===== src/rtl/cu_issue_pkg.sv =====
// Shared types for the control-unit command issuer: opcodes, FSM states,
// the 7-bit control word {a,b,c,d,e,f,o}, the queued command record and the word encoder.
package cu_issue_pkg;

    typedef enum logic [1:0] {
        OP_NOP  = 2'd0,
        OP_SEL  = 2'd1,
        OP_PASS = 2'd2,
        OP_GATE = 2'd3
    } op_e;

    typedef enum logic [1:0] {
        ST_IDLE  = 2'd0,
        ST_SETUP = 2'd1,
        ST_WAIT  = 2'd2,
        ST_GAP   = 2'd3
    } state_e;

    typedef struct packed {
        logic a;
        logic b;
        logic c;
        logic d;
        logic e;
        logic f;
        logic o;
    } ctl_word_t;

    typedef struct packed {
        op_e        op;
        logic [1:0] sel;
        logic       mode;
    } cmd_t;

    // d=1 suppresses every decoder strobe, so this is the safe resting word.
    localparam ctl_word_t IDLE_WORD = 7'b0001000;

    function automatic ctl_word_t encode(input op_e op, input logic [1:0] sel, input logic mode);
        ctl_word_t w;
        case (op)
            OP_SEL:  w = {sel[0], sel[1], 5'b00010};
            OP_PASS: w = {4'b0010, 1'b1, 1'b0, mode};
            OP_GATE: w = 7'b0000111;
            default: w = IDLE_WORD;
        endcase
        return w;
    endfunction

endpackage


===== src/rtl/cu_cmd_issuer_if.sv =====
// Command queue handshake plus the control-word / select-strobe link to the decoder.
// master = issuer side, slave = command source and decoder side.
interface cu_cmd_issuer_if;
    logic       cmd_valid;
    logic       cmd_ready;
    logic [1:0] cmd_op;
    logic [1:0] cmd_sel;
    logic       cmd_mode;
    logic       ctl_a;
    logic       ctl_b;
    logic       ctl_c;
    logic       ctl_d;
    logic       ctl_e;
    logic       ctl_f;
    logic       ctl_o;
    logic [3:0] dec_ack;

    modport master (
        input  cmd_valid, cmd_op, cmd_sel, cmd_mode, dec_ack,
        output cmd_ready, ctl_a, ctl_b, ctl_c, ctl_d, ctl_e, ctl_f, ctl_o
    );

    modport slave (
        output cmd_valid, cmd_op, cmd_sel, cmd_mode, dec_ack,
        input  cmd_ready, ctl_a, ctl_b, ctl_c, ctl_d, ctl_e, ctl_f, ctl_o
    );
endinterface


===== src/rtl/cu_issue_fifo.sv =====
// Synchronous show-ahead FIFO, DEPTH entries (power of two) of W bits.
// Latency: pushed data visible on rd_dat the cycle after push.
// Backpressure: push ignored when full, pop ignored when empty.
module cu_issue_fifo #(
    parameter int DEPTH = 4,
    parameter int W     = 8
) (
    input  logic         clk,
    input  logic         rst,
    input  logic         push,
    input  logic [W-1:0] wr_dat,
    input  logic         pop,
    output logic [W-1:0] rd_dat,
    output logic         full,
    output logic         empty
);
    localparam int AW = $clog2(DEPTH);

    logic [W-1:0]  mem [DEPTH];
    logic [AW-1:0] wr_ptr;
    logic [AW-1:0] rd_ptr;
    logic [AW:0]   count;
    logic          do_push;
    logic          do_pop;

    assign do_push = push && !full;
    assign do_pop  = pop && !empty;
    assign full    = (count == (AW+1)'(DEPTH));
    assign empty   = (count == '0);
    assign rd_dat  = mem[rd_ptr];

    always_ff @(posedge clk) begin
        if (do_push) begin
            mem[wr_ptr] <= wr_dat;
        end
    end

    always_ff @(posedge clk) begin
        if (rst) begin
            wr_ptr <= '0;
            rd_ptr <= '0;
            count  <= '0;
        end else begin
            if (do_push) wr_ptr <= wr_ptr + AW'(1);
            if (do_pop)  rd_ptr <= rd_ptr + AW'(1);
            case ({do_push, do_pop})
                2'b10:   count <= count + (AW+1)'(1);
                2'b01:   count <= count - (AW+1)'(1);
                default: count <= count;
            endcase
        end
    end
endmodule


===== src/rtl/cu_cmd_issuer.sv =====
// Queues commands and drives each as a registered control word to the decoder; SEL waits for its one-hot ack.
// Latency: word on ctl_* one cycle after pop; SEL retires >=3 cycles after pop; one idle-word GAP cycle between commands.
// Backpressure: cmd_ready drops while the FIFO is full. CU_ACK_TIMEOUT_EN adds a SEL ack timeout of TO_CYC.
module cu_cmd_issuer
    import cu_issue_pkg::*;
#(
    parameter int DEPTH    = 4,
    parameter int HOLD_CYC = 2,
    parameter int TO_CYC   = 15
) (
    input  logic             clk,
    input  logic             rst,
    cu_cmd_issuer_if.master  bus,
    output logic             busy,
    output logic             err,
    input  logic             err_clr
);
    localparam int CNT_TOP = (HOLD_CYC > TO_CYC) ? HOLD_CYC : TO_CYC;
    localparam int CNT_W   = $clog2(CNT_TOP + 1);
    localparam logic [CNT_W-1:0] HOLD_LAST = CNT_W'(HOLD_CYC - 1);

    state_e          state_q;
    state_e          state_d;
    ctl_word_t       word_q;
    op_e             op_q;
    logic [1:0]      sel_q;
    logic [CNT_W-1:0] cnt_q;

    cmd_t            fifo_wr;
    cmd_t            fifo_rd;
    logic            fifo_full;
    logic            fifo_empty;
    logic            fifo_push;
    logic            fifo_pop;

    logic            ack_hit;
    logic            ack_bad;
    logic            timeout;
    logic            hold_done;
    logic            word_clr;
    logic            cnt_clr;
    logic            cnt_inc;
    logic            new_err;

    assign fifo_wr       = {bus.cmd_op, bus.cmd_sel, bus.cmd_mode};
    assign fifo_push     = bus.cmd_valid && !fifo_full;
    assign bus.cmd_ready = !fifo_full;

    cu_issue_fifo #(
        .DEPTH (DEPTH),
        .W     ($bits(cmd_t))
    ) u_fifo (
        .clk    (clk),
        .rst    (rst),
        .push   (fifo_push),
        .wr_dat (fifo_wr),
        .pop    (fifo_pop),
        .rd_dat (fifo_rd),
        .full   (fifo_full),
        .empty  (fifo_empty)
    );

    assign ack_hit   = (bus.dec_ack == (4'b0001 << sel_q));
    assign ack_bad   = (bus.dec_ack != 4'b0000) && !ack_hit;
    assign hold_done = (cnt_q == HOLD_LAST);
`ifdef CU_ACK_TIMEOUT_EN
    assign timeout   = (cnt_q == CNT_W'(TO_CYC));
`else
    assign timeout   = 1'b0;
`endif

    always_ff @(posedge clk) begin
        if (rst) state_q <= ST_IDLE;
        else     state_q <= state_d;
    end

    always_comb begin
        state_d = state_q;
        case (state_q)
            ST_IDLE:  if (!fifo_empty) state_d = ST_SETUP;
            ST_SETUP: state_d = ST_WAIT;
            ST_WAIT: begin
                if (op_q == OP_SEL) begin
                    if (ack_hit || ack_bad || timeout) state_d = ST_GAP;
                end else if (hold_done) begin
                    state_d = ST_GAP;
                end
            end
            ST_GAP:   state_d = ST_IDLE;
            default:  state_d = ST_IDLE;
        endcase
    end

    always_comb begin
        fifo_pop = 1'b0;
        word_clr = 1'b0;
        cnt_clr  = 1'b0;
        cnt_inc  = 1'b0;
        new_err  = 1'b0;
        case (state_q)
            ST_IDLE:  fifo_pop = !fifo_empty;
            ST_SETUP: cnt_clr  = 1'b1;
            ST_WAIT: begin
                cnt_inc = 1'b1;
                if (op_q == OP_SEL) begin
                    // A matching ack beats a simultaneous timeout.
                    new_err  = !ack_hit && (ack_bad || timeout);
                    word_clr = ack_hit || ack_bad || timeout;
                end else begin
                    word_clr = hold_done;
                end
            end
            default: ;
        endcase
    end

    always_ff @(posedge clk) begin
        if (rst) begin
            word_q <= IDLE_WORD;
            op_q   <= OP_NOP;
            sel_q  <= 2'b00;
            cnt_q  <= '0;
            err    <= 1'b0;
        end else begin
            if (fifo_pop) begin
                word_q <= encode(fifo_rd.op, fifo_rd.sel, fifo_rd.mode);
                op_q   <= fifo_rd.op;
                sel_q  <= fifo_rd.sel;
            end else if (word_clr) begin
                word_q <= IDLE_WORD;
            end

            if (cnt_clr)                        cnt_q <= '0;
            else if (cnt_inc && (cnt_q != '1)) cnt_q <= cnt_q + CNT_W'(1);

            if (new_err)      err <= 1'b1;
            else if (err_clr) err <= 1'b0;
        end
    end

    assign busy      = (state_q != ST_IDLE) || !fifo_empty;
    assign bus.ctl_a = word_q.a;
    assign bus.ctl_b = word_q.b;
    assign bus.ctl_c = word_q.c;
    assign bus.ctl_d = word_q.d;
    assign bus.ctl_e = word_q.e;
    assign bus.ctl_f = word_q.f;
    assign bus.ctl_o = word_q.o;
endmodule


===== src/flat_wrapper.sv =====
// flat-port wrapper written by rule: the top's interface ports become plain ports
module cu_cmd_issuer_flat import cu_issue_pkg::*;
#(
    parameter int DEPTH    = 4,
    parameter int HOLD_CYC = 2,
    parameter int TO_CYC   = 15
)
  (clk, rst, busy, err, err_clr, bus_cmd_valid, bus_cmd_op, bus_cmd_sel, bus_cmd_mode, bus_dec_ack, bus_cmd_ready, bus_ctl_a, bus_ctl_b, bus_ctl_c, bus_ctl_d, bus_ctl_e, bus_ctl_f, bus_ctl_o);
  cu_cmd_issuer_if bus_i ();
  input  logic clk;
  input  logic rst;
  output logic busy;
  output logic err;
  input  logic err_clr;
  input wire logic [$bits(bus_i.cmd_valid)-1:0] bus_cmd_valid;
  input wire logic [$bits(bus_i.cmd_op)-1:0] bus_cmd_op;
  input wire logic [$bits(bus_i.cmd_sel)-1:0] bus_cmd_sel;
  input wire logic [$bits(bus_i.cmd_mode)-1:0] bus_cmd_mode;
  input wire logic [$bits(bus_i.dec_ack)-1:0] bus_dec_ack;
  output wire logic [$bits(bus_i.cmd_ready)-1:0] bus_cmd_ready;
  output wire logic [$bits(bus_i.ctl_a)-1:0] bus_ctl_a;
  output wire logic [$bits(bus_i.ctl_b)-1:0] bus_ctl_b;
  output wire logic [$bits(bus_i.ctl_c)-1:0] bus_ctl_c;
  output wire logic [$bits(bus_i.ctl_d)-1:0] bus_ctl_d;
  output wire logic [$bits(bus_i.ctl_e)-1:0] bus_ctl_e;
  output wire logic [$bits(bus_i.ctl_f)-1:0] bus_ctl_f;
  output wire logic [$bits(bus_i.ctl_o)-1:0] bus_ctl_o;
  assign bus_i.cmd_valid = bus_cmd_valid;
  assign bus_i.cmd_op = bus_cmd_op;
  assign bus_i.cmd_sel = bus_cmd_sel;
  assign bus_i.cmd_mode = bus_cmd_mode;
  assign bus_i.dec_ack = bus_dec_ack;
  assign bus_cmd_ready = bus_i.cmd_ready;
  assign bus_ctl_a = bus_i.ctl_a;
  assign bus_ctl_b = bus_i.ctl_b;
  assign bus_ctl_c = bus_i.ctl_c;
  assign bus_ctl_d = bus_i.ctl_d;
  assign bus_ctl_e = bus_i.ctl_e;
  assign bus_ctl_f = bus_i.ctl_f;
  assign bus_ctl_o = bus_i.ctl_o;
  cu_cmd_issuer #(.DEPTH(DEPTH), .HOLD_CYC(HOLD_CYC), .TO_CYC(TO_CYC)) u_core (.clk(clk), .rst(rst), .bus(bus_i), .busy(busy), .err(err), .err_clr(err_clr));
endmodule

===== config.mk =====
export PLATFORM = sky130hd
export DESIGN_NAME = cu_cmd_issuer_flat
export DESIGN_NICKNAME = d
export VERILOG_FILES = /design/src/rtl/cu_issue_pkg.sv /design/src/rtl/cu_cmd_issuer_if.sv /design/src/rtl/cu_issue_fifo.sv /design/src/rtl/cu_cmd_issuer.sv /design/src/flat_wrapper.sv
export SDC_FILE = /design/constraint.sdc
export NUM_CORES = 1
export LEC_CHECK = 0
export BUFFER_PORTS_ARGS = -buffer_cell sky130_fd_sc_hd__buf_2
export CAP_MARGIN = 40
export CORE_MARGIN = 8
export CORE_UTILIZATION = 55
export DETAILED_ROUTE_END_ITERATION = 7
export PLACE_DENSITY = 0.88
export SYNTH_ARGS = -nofsm -noshare
export SYNTH_HDL_FRONTEND = slang
export SYNTH_SLANG_ARGS = --single-unit

===== constraint.sdc =====
create_clock -name clk -period 2.7 [get_ports clk]
set_input_delay 0.27 -clock clk [delete_from_list [all_inputs] [get_ports clk]]
set_output_delay 0.27 -clock clk [all_outputs]
set_load 0.01 [all_outputs]

==> results of run 1 <==
area by class of cell:
type	instances	share of cell area (%)
clock inverter	3	1.10
clock buffer	5	3.02
multi-input combinational	99	36.1
inverter	12	1.98
tap	48	2.63
sequential	47	50.1
timing repair buffer	23	5.16
per-stage QoR:
stage	hold slack, ns	total power, mW	setup slack [ns]	cells
after floorplan	0.369	1.62	0.402	163
after global placement	0.430	1.79	0.394	229
after detailed placement	0.431	1.82	0.316	229
after CTS	0.179	2.25	0.300	237
after global routing	0.171	2.37	0.145	237
final	0.179	2.23	0.286	237
path summary, 6_finish.rpt:
check,cells past startpoint,to,slack (ns),start
max reg2reg,9,u_core.u_fifo.count[2]$_SDFFE_PP0P_,0.29,u_core.u_fifo.count[2]$_SDFFE_PP0P_
max,9,u_core.u_fifo.count[2]$_SDFFE_PP0P_,0.29,u_core.u_fifo.count[2]$_SDFFE_PP0P_
min,1,u_core.u_fifo.mem[0][4]$_DFFE_PP_,0.18,bus_cmd_op[1]
min reg2reg,2,u_core.bus.ctl_d$_SDFFE_PP1P_,0.44,u_core.bus.ctl_d$_SDFFE_PP1P_
worst register-to-register path, delay by kind of cell, from the launching register on:
family | cells | cell delay (ns)
xor+xnor | 1 | 0.15
compound gates | 1 | 0.14
simple gates | 3 | 0.98
fa+ha+maj | 2 | 0.55
flops | 1 | 0.39
buf+inv | 2 | 0.15
flip-flops by register name, summed over array words and instances, names as in the netlist, 2 cells and up, named ones only:
| register | flops |
|---|---|
| u_core.u_fifo.mem | 20 |
| u_core.sel_q | 2 |
| u_core.u_fifo.rd_ptr | 2 |
| u_core.u_fifo.count | 3 |
| u_core.cnt_q | 4 |
| u_core.op_q | 2 |
| u_core.u_fifo.wr_ptr | 2 |
| u_core.state_q | 2 |
layer usage:
metal / vias to the layer above / part of all wire, % / track usage (%) / wire length, um
li1: 634 / - / - / -
met1: 609 / 46 / 14.3 / 1560
met2: 27 / 47 / 18.7 / 1620
met3: 3 / 6.1 / 5.36 / 209
met4: 0 / 0.59 / 2.88 / 20
met5: - / 0 / 0 / 0
power by group through the flow:
| stage | clock [mW] | sequential (mW) | combinational [mW] |
|---|---|---|---|
| floorplan | 0 | 1.01 | 0.615 |
| global placement | 0 | 1.02 | 0.767 |
| detailed placement | 0 | 1.03 | 0.795 |
| CTS | 0.438 | 1.01 | 0.798 |
| global route | 0.466 | 1.03 | 0.871 |
| finish | 0.434 | 1.01 | 0.788 |
cells in the final DEF (no fill, tap or decap), drive strengths merged, types with 2 or more instances in the layout:
master	instances
a211oi	2
a21bo	2
a21oi	7
a22o	2
and3	6
buf	23
clkbuf	5
clkinv	2
dfxtp	27
edfxtp	20
ha	10
inv	12
mux2i	6
mux4	5
nand2	7
nand3	4
nor2	15
nor3	4
nor4	2
o21ai	2
o2bb2ai	2
or3b	2
xnor2	2
xor2	5
logic make-up after synthesis:
| family | count (synthesis) | share of synthesized area (%) |
|---|---|---|
| DFF | 47 | 56.0 |
| AOI/OAI and AO/OA | 23 | 8.85 |
| adders and majority gates | 11 | 7.13 |
| xor gates and xnor gates | 7 | 3.01 |
| buffers and inverters | 17 | 3.62 |
| muxes | 11 | 8.66 |
| and+or+nand+nor | 47 | 12.7 |
==> metrics, run 1 <==
post_cts resized 0; Seq cells post-synth 47; storage element area 1140 um2; Mapped Nets 187; CTS Hold Bufs 0; largest area contributor in the netlist edfxtp_1; Logic pwr share 35.3%; largest net degree at the start of global routing 21; fin crit period 2.41 ns; asr flop ratio synth 0%; CP bufs+invs 2; die width 76.9 um; routability cong. 0.761; 1st-iter DRT viols 88; Worst EP arrival 2.65 ns; Core Util, Final 63.2%; P_sw 0.779 mW; Slew @ Worst Pin 0.367 ns; P_leak 0.894 nW; period utilization 89.4%; drt pass-1 iters 4; CP most frequent cell inv_1; CP max stage cell or3b_1; setup repair after global routing missed its margin no; Final Max Tran Viols 0; Post-synth EDFFs 20; io pins 23; Post-CTS Setup Bufs 0; WS Path Type reg2reg; worst hold-check path type in2reg; area of the die 5910 um2; routed len/inst 14.4 um; fill count 275; mapped cell area 2040 um2; Clk pwr share 19.5%; Worst-path clk slew 0.09 ns; switching share of total power 34.9%; Mapped Cells 163; vias in the first global route 1,232; layout net count 212; antenna violation net count after detailed routing 0; Setup-failing EPs final 0; Data required, critical path 2.94 ns; Core ar. 3610 um2; Synth warnings 0; Primary FF master, synth dfxtp_1; Slew HR 75.0%; All-Layer GR Usage 11.8%; Crit path max-delay family simple AND/OR/NAND/NOR gates; IO buf count 22; Vias 1,273; Clock Sinks 47; maxcap violations 0; Worst-Skew Late Latency 0.30 ns; Internal 1.45 mW; Starting Density 56.5%; CP peak stage delay 0.44 ns; CTS Buf Count 5; Seq/Total Area, Yosys 56.0%; Placed Area 2190 um2; crit-path cells or3b_1, and2_1, inv_1, ha_1, inv_1, fa_1, xor2_1, or3_1, a21oi_1; DIE HEIGHT 76.9 um; Fin Setup TNS 0 ns; area grow syn2layout 11.9%; library cells used by synthesis 42; peak supply drop 0.669 mV; syn_area_per_cell 12.5 um2; first-pass GRT wire length 5690 um; Critical Path Source Type register; count leader, synth dfxtp_1; status complete, no violations; top cells by count, synth dfxtp_1, edfxtp_1, nor2_1, inv_1, ha_1; Clock Skews 0.00410 ns; Clock Tree Root clkbuf_8; post-synth top area share 29.5%; CTS tree done; dominant cells by area after synthesis edfxtp_1, dfxtp_1, ha_1; Clock Path Buffers 2; CP max FO 6; post-detail-place hpwl 2500 um; antenna fix cells 0; sequential power share 45.2%; antenna violations before repair 0; Setup crit end kind register; GRT Residual Overflow 0; htree depth 2; number of vias per cell 5.37; # rows 22; FMAX 0.414 GHz; Final Cell Area 2280 um2; Final Hold Fails 0; power per standard cell area 979 nW/um2; multi-input logic area 822 um2; Total Routed Length 3410 um; share of layout cells above drive strength 1 22.8%; Remaining DRCs 0
Note: power is estimated with default switching activity, not from simulation.
==> run 2, diff against run 1 <==
--- a/config.mk
+++ b/config.mk
@@ -13,4 +13,5 @@
 export PLACE_DENSITY = 0.88
 export SYNTH_ARGS = -nofsm -noshare
 export SYNTH_HDL_FRONTEND = slang
+export SYNTH_HIERARCHICAL = 1
 export SYNTH_SLANG_ARGS = --single-unit
==> metrics, run 2 <==
CP peak stage delay 0.43 ns (about the same); FMAX 0.405 GHz (-2.1%); area of the die 6020 um2 (+1.8%); fin crit period 2.47 ns (+0.0525 ns); routed len/inst 14.5 um (+0.64%); largest net degree at the start of global routing 24 (+14%); share of layout cells above drive strength 1 21.1% (-1.7 points); antenna violations before repair 0 (unchanged); P_sw 0.778 mW (about the same); All-Layer GR Usage 13.2% (+1.3 points); Reg-to-Reg End u_core/u_fifo/count[2]$_SDFFE_PP0P_; largest registers u_core/u_fifo/mem: 20 flops, u_core/cnt_q: 4 flops, u_core/u_fifo/count: 3 flops; fill count 286 (+4.0%); CP most frequent cell inv_1; post-detail-place hpwl 2750 um (+9.7%); library cells used by synthesis 39 (-7.1%); Internal 1.40 mW (-3.6%); drt pass-1 iters 4 (unchanged); Total Routed Length 3650 um (+7.0%); RR Startpoint u_core/u_fifo/count[1]$_SDFFE_PP0P_; IO buf count 22 (unchanged); mapped cell area 2080 um2 (+2.3%); post_cts resized 0 (unchanged); area grow syn2layout 12.3%; DIE HEIGHT 77.6 um (+0.92%); Seq/Total Area, Yosys 54.7% (-1.3 points); largest family of logic cells by synthesized area simple AND/OR/NAND/NOR gates; Clock Path Buffers 2 (unchanged); largest area contributor in the netlist edfxtp_1; Worst-path clk slew 0.09 ns (about the same); syn_area_per_cell 11.8 um2 (-5.8%); routability cong. 0.777 (+2.2%); Setup-failing EPs final 0 (unchanged); Clock Skews 0.00855 ns (+0.00446 ns); max reg flops 20 (unchanged); Synth warnings 6 (+6); Clk pwr share 19.3% (-0.2 points); compound-gate portion of the synthesized area 10.1% (+1.3 points); setup repair after global routing missed its margin no; dominant cells by area after synthesis edfxtp_1, dfxtp_1, ha_1; mux share of post-synthesis cell area 7.02% (-1.6 points); worst hold-check path type in2reg; antenna violation net count after detailed routing 0 (unchanged); post-synth top area share 28.8% (-0.67 points); # rows 22 (unchanged); Data required, critical path 2.93 ns (about the same); maxcap violations 0 (unchanged); Starting Density 56.9% (+0.45 points); hold path depth 1 (unchanged); Core ar. 3660 um2 (+1.5%); placed insts 244 (+6.6%); CP max stage cell dfxtp_1; CTS Hold Bufs 0 (unchanged); R2R cell count 11 (+2); Logic pwr share 34.8% (-0.5 points); Vias 1,364 (+7.1%); Mapped Nets 202 (+8.0%); power per standard cell area 931 nW/um2 (-4.9%); layout net count 228 (+7.5%); worst reg-to-reg setup slack 0.23 ns (-0.05 ns); Setup crit end kind register; Post-CTS Setup Bufs 0 (unchanged); Worst-Skew Late Latency 0.30 ns (about the same); CTS Buf Count 5 (unchanged); Clock Tree Root clkbuf_8; Worst Hold Endpoint u_core/u_fifo/mem[3][0]$_DFFE_PP_; sequential power share 45.9% (+0.7 points); die width 77.6 um (+0.92%); switching share of total power 35.7% (+0.83 points); commonest non-fill, non-tap cell in the layout dfxtp_1; Tot Pwr 2.18 mW (-2.4%); CTS tree done; asr flop ratio synth 0% (unchanged); most frequent cells in the layout dfxtp_1, buf_2, edfxtp_1; Worst EP arrival 2.70 ns (+0.05 ns); Mapped Cells 177 (+8.6%); top cells by count, synth dfxtp_1, edfxtp_1, inv_1, a21oi_1, nand2_1; peak supply drop 0.535 mV (-20%); Remaining DRCs 0 (unchanged); Critical Path Source Type register; number of vias per cell 5.41 (+0.77%); Slew @ Worst Pin 0.431 ns (+0.0635 ns); CP max FO 9 (+3); Synth Area in XOR/XNOR 2.52% (-0.49 points); Clock Sinks 47 (unchanged); crit-path cells nor3_2, nand2b_1, inv_4, o31ai_1, inv_1, ha_1, inv_1, fa_1, xor2_1, or3_1, a21oi_1; Fin Setup TNS 0 ns (unchanged); Core Util, Final 63.9% (+0.72 points); vias in the first global route 1,407 (+14%); 1st-iter DRT viols 94 (+6.8%); count leader, synth dfxtp_1; Final Max Tran Viols 0 (unchanged); GRT Residual Overflow 0 (unchanged); Primary FF master, synth dfxtp_1; Slew HR 71.3% (-3.8 points); Seq cells post-synth 47 (unchanged); antenna fix cells 0 (unchanged); io pins 23 (unchanged); Post-synth EDFFs 20 (unchanged); first-pass GRT wire length 6500 um (+14%); Final Hold Fails 0 (unchanged); status complete, no violations; htree depth 2 (unchanged); Biggest register u_core/u_fifo/mem; Hold Startpoint bus_cmd_mode; P_leak 0.903 nW (+1.0%); final instance count without filler cells 252 (+6.3%); WS Path Type reg2reg; period utilization 91.4% (+1.9 points); Synth Area in Simple Gates 14.5% (+1.8 points); Adder-Cell Fraction of Synth Area 7.56% (+0.44 points)
-- run 2: cell count changes after synthesis, moves of 3 or more --
cell | previous run | this run
a21oi_1 | 7 | 13
nand2b_1 | 1 | 5
mux2i_1 | 5 | 2
nor2_1 | 15 | 11
nand2_1 | 7 | 13
o21ai_0 | 2 | 5
and2_1 | 1 | 4
and3_1 | 6 | 2
-- run 2: kinds of logic after synthesis --
family / Yosys count
DFF: 47
and+or+nand+nor: 54
AOI/OAI and AO/OA: 31
buffers and inverters: 19
muxes: 8
adders and majority gates: 12
xor gates and xnor gates: 6
-- run 2: layer usage --
layer | share of wire, % | track usage [%] | vias up | wire [um]
met1 | 44 | 15.2 | 657 | 1610
met3 | 4.8 | 3.69 | 5 | 175
met4 | 1.3 | 6.04 | 0 | 47
met2 | 50 | 22.2 | 23 | 1820
li1 | - | - | 679 | -
met5 | 0 | 0 | - | 0
-- run 2: cell type report --
type,instances,area [um2],area share [%]
clock inverters,3,22.5,0.962
well taps,48,60.1,2.57
repair buffers,23,118,5.02
inverters,15,58.8,2.51
flip-flops and latches,47,1140,48.8
clock buffers,5,68.8,2.94
multi-input cells,111,871,37.2
-- run 2: how the worst max path moves through the flow --
stage	end	cells after the start	slack (ns)	start
2_1_floorplan	u_core/u_fifo/count[2]$_SDFFE_PP0P_	11	0.47	u_core/u_fifo/count[0]$_SDFFE_PP0P_
3_3_place_gp	u_core/u_fifo/count[2]$_SDFFE_PP0P_	11	0.37	u_core/u_fifo/count[0]$_SDFFE_PP0P_
3_5_place_dp	u_core/u_fifo/count[2]$_SDFFE_PP0P_	11	0.23	u_core/u_fifo/count[0]$_SDFFE_PP0P_
4_1_cts	u_core/u_fifo/count[2]$_SDFFE_PP0P_	11	0.19	u_core/u_fifo/count[0]$_SDFFE_PP0P_
5_1_grt	u_core/u_fifo/count[2]$_SDFFE_PP0P_	11	0.04	u_core/u_fifo/count[1]$_SDFFE_PP0P_
6_report	u_core/u_fifo/count[2]$_SDFFE_PP0P_	11	0.23	u_core/u_fifo/count[1]$_SDFFE_PP0P_
-- run 2: per-stage QoR --
stage	hold slack (ns)	instance area (um2)	worst slack, ns
4_1_cts	0.180	2340	0.193
3_3_place_gp	0.429	2250	0.371
2_1_floorplan	0.369	2080	0.474
5_1_grt	0.181	2340	0.0403
3_5_place_dp	0.437	2250	0.234
6_report	0.185	2340	0.233
-- run 2: power by group through the flow --
stage / clock [mW] / combinational [mW] / sequential, mW
global placement: 0 / 0.716 / 1.01
finish: 0.420 / 0.758 / 1.00
detailed placement: 0 / 0.744 / 1.02
global route: 0.455 / 0.853 / 1.03
floorplan: 0 / 0.560 / 0.994
CTS: 0.427 / 0.754 / 1.00
-- run 2: critical path: cells and delay by family, from the launching register on --
kind	cells	cell delay (ns)
compound gates	2	0.26
xor+xnor	1	0.18
fa+ha+maj	2	0.57
buf+inv	3	0.32
flops	1	0.43
simple gates	3	0.66
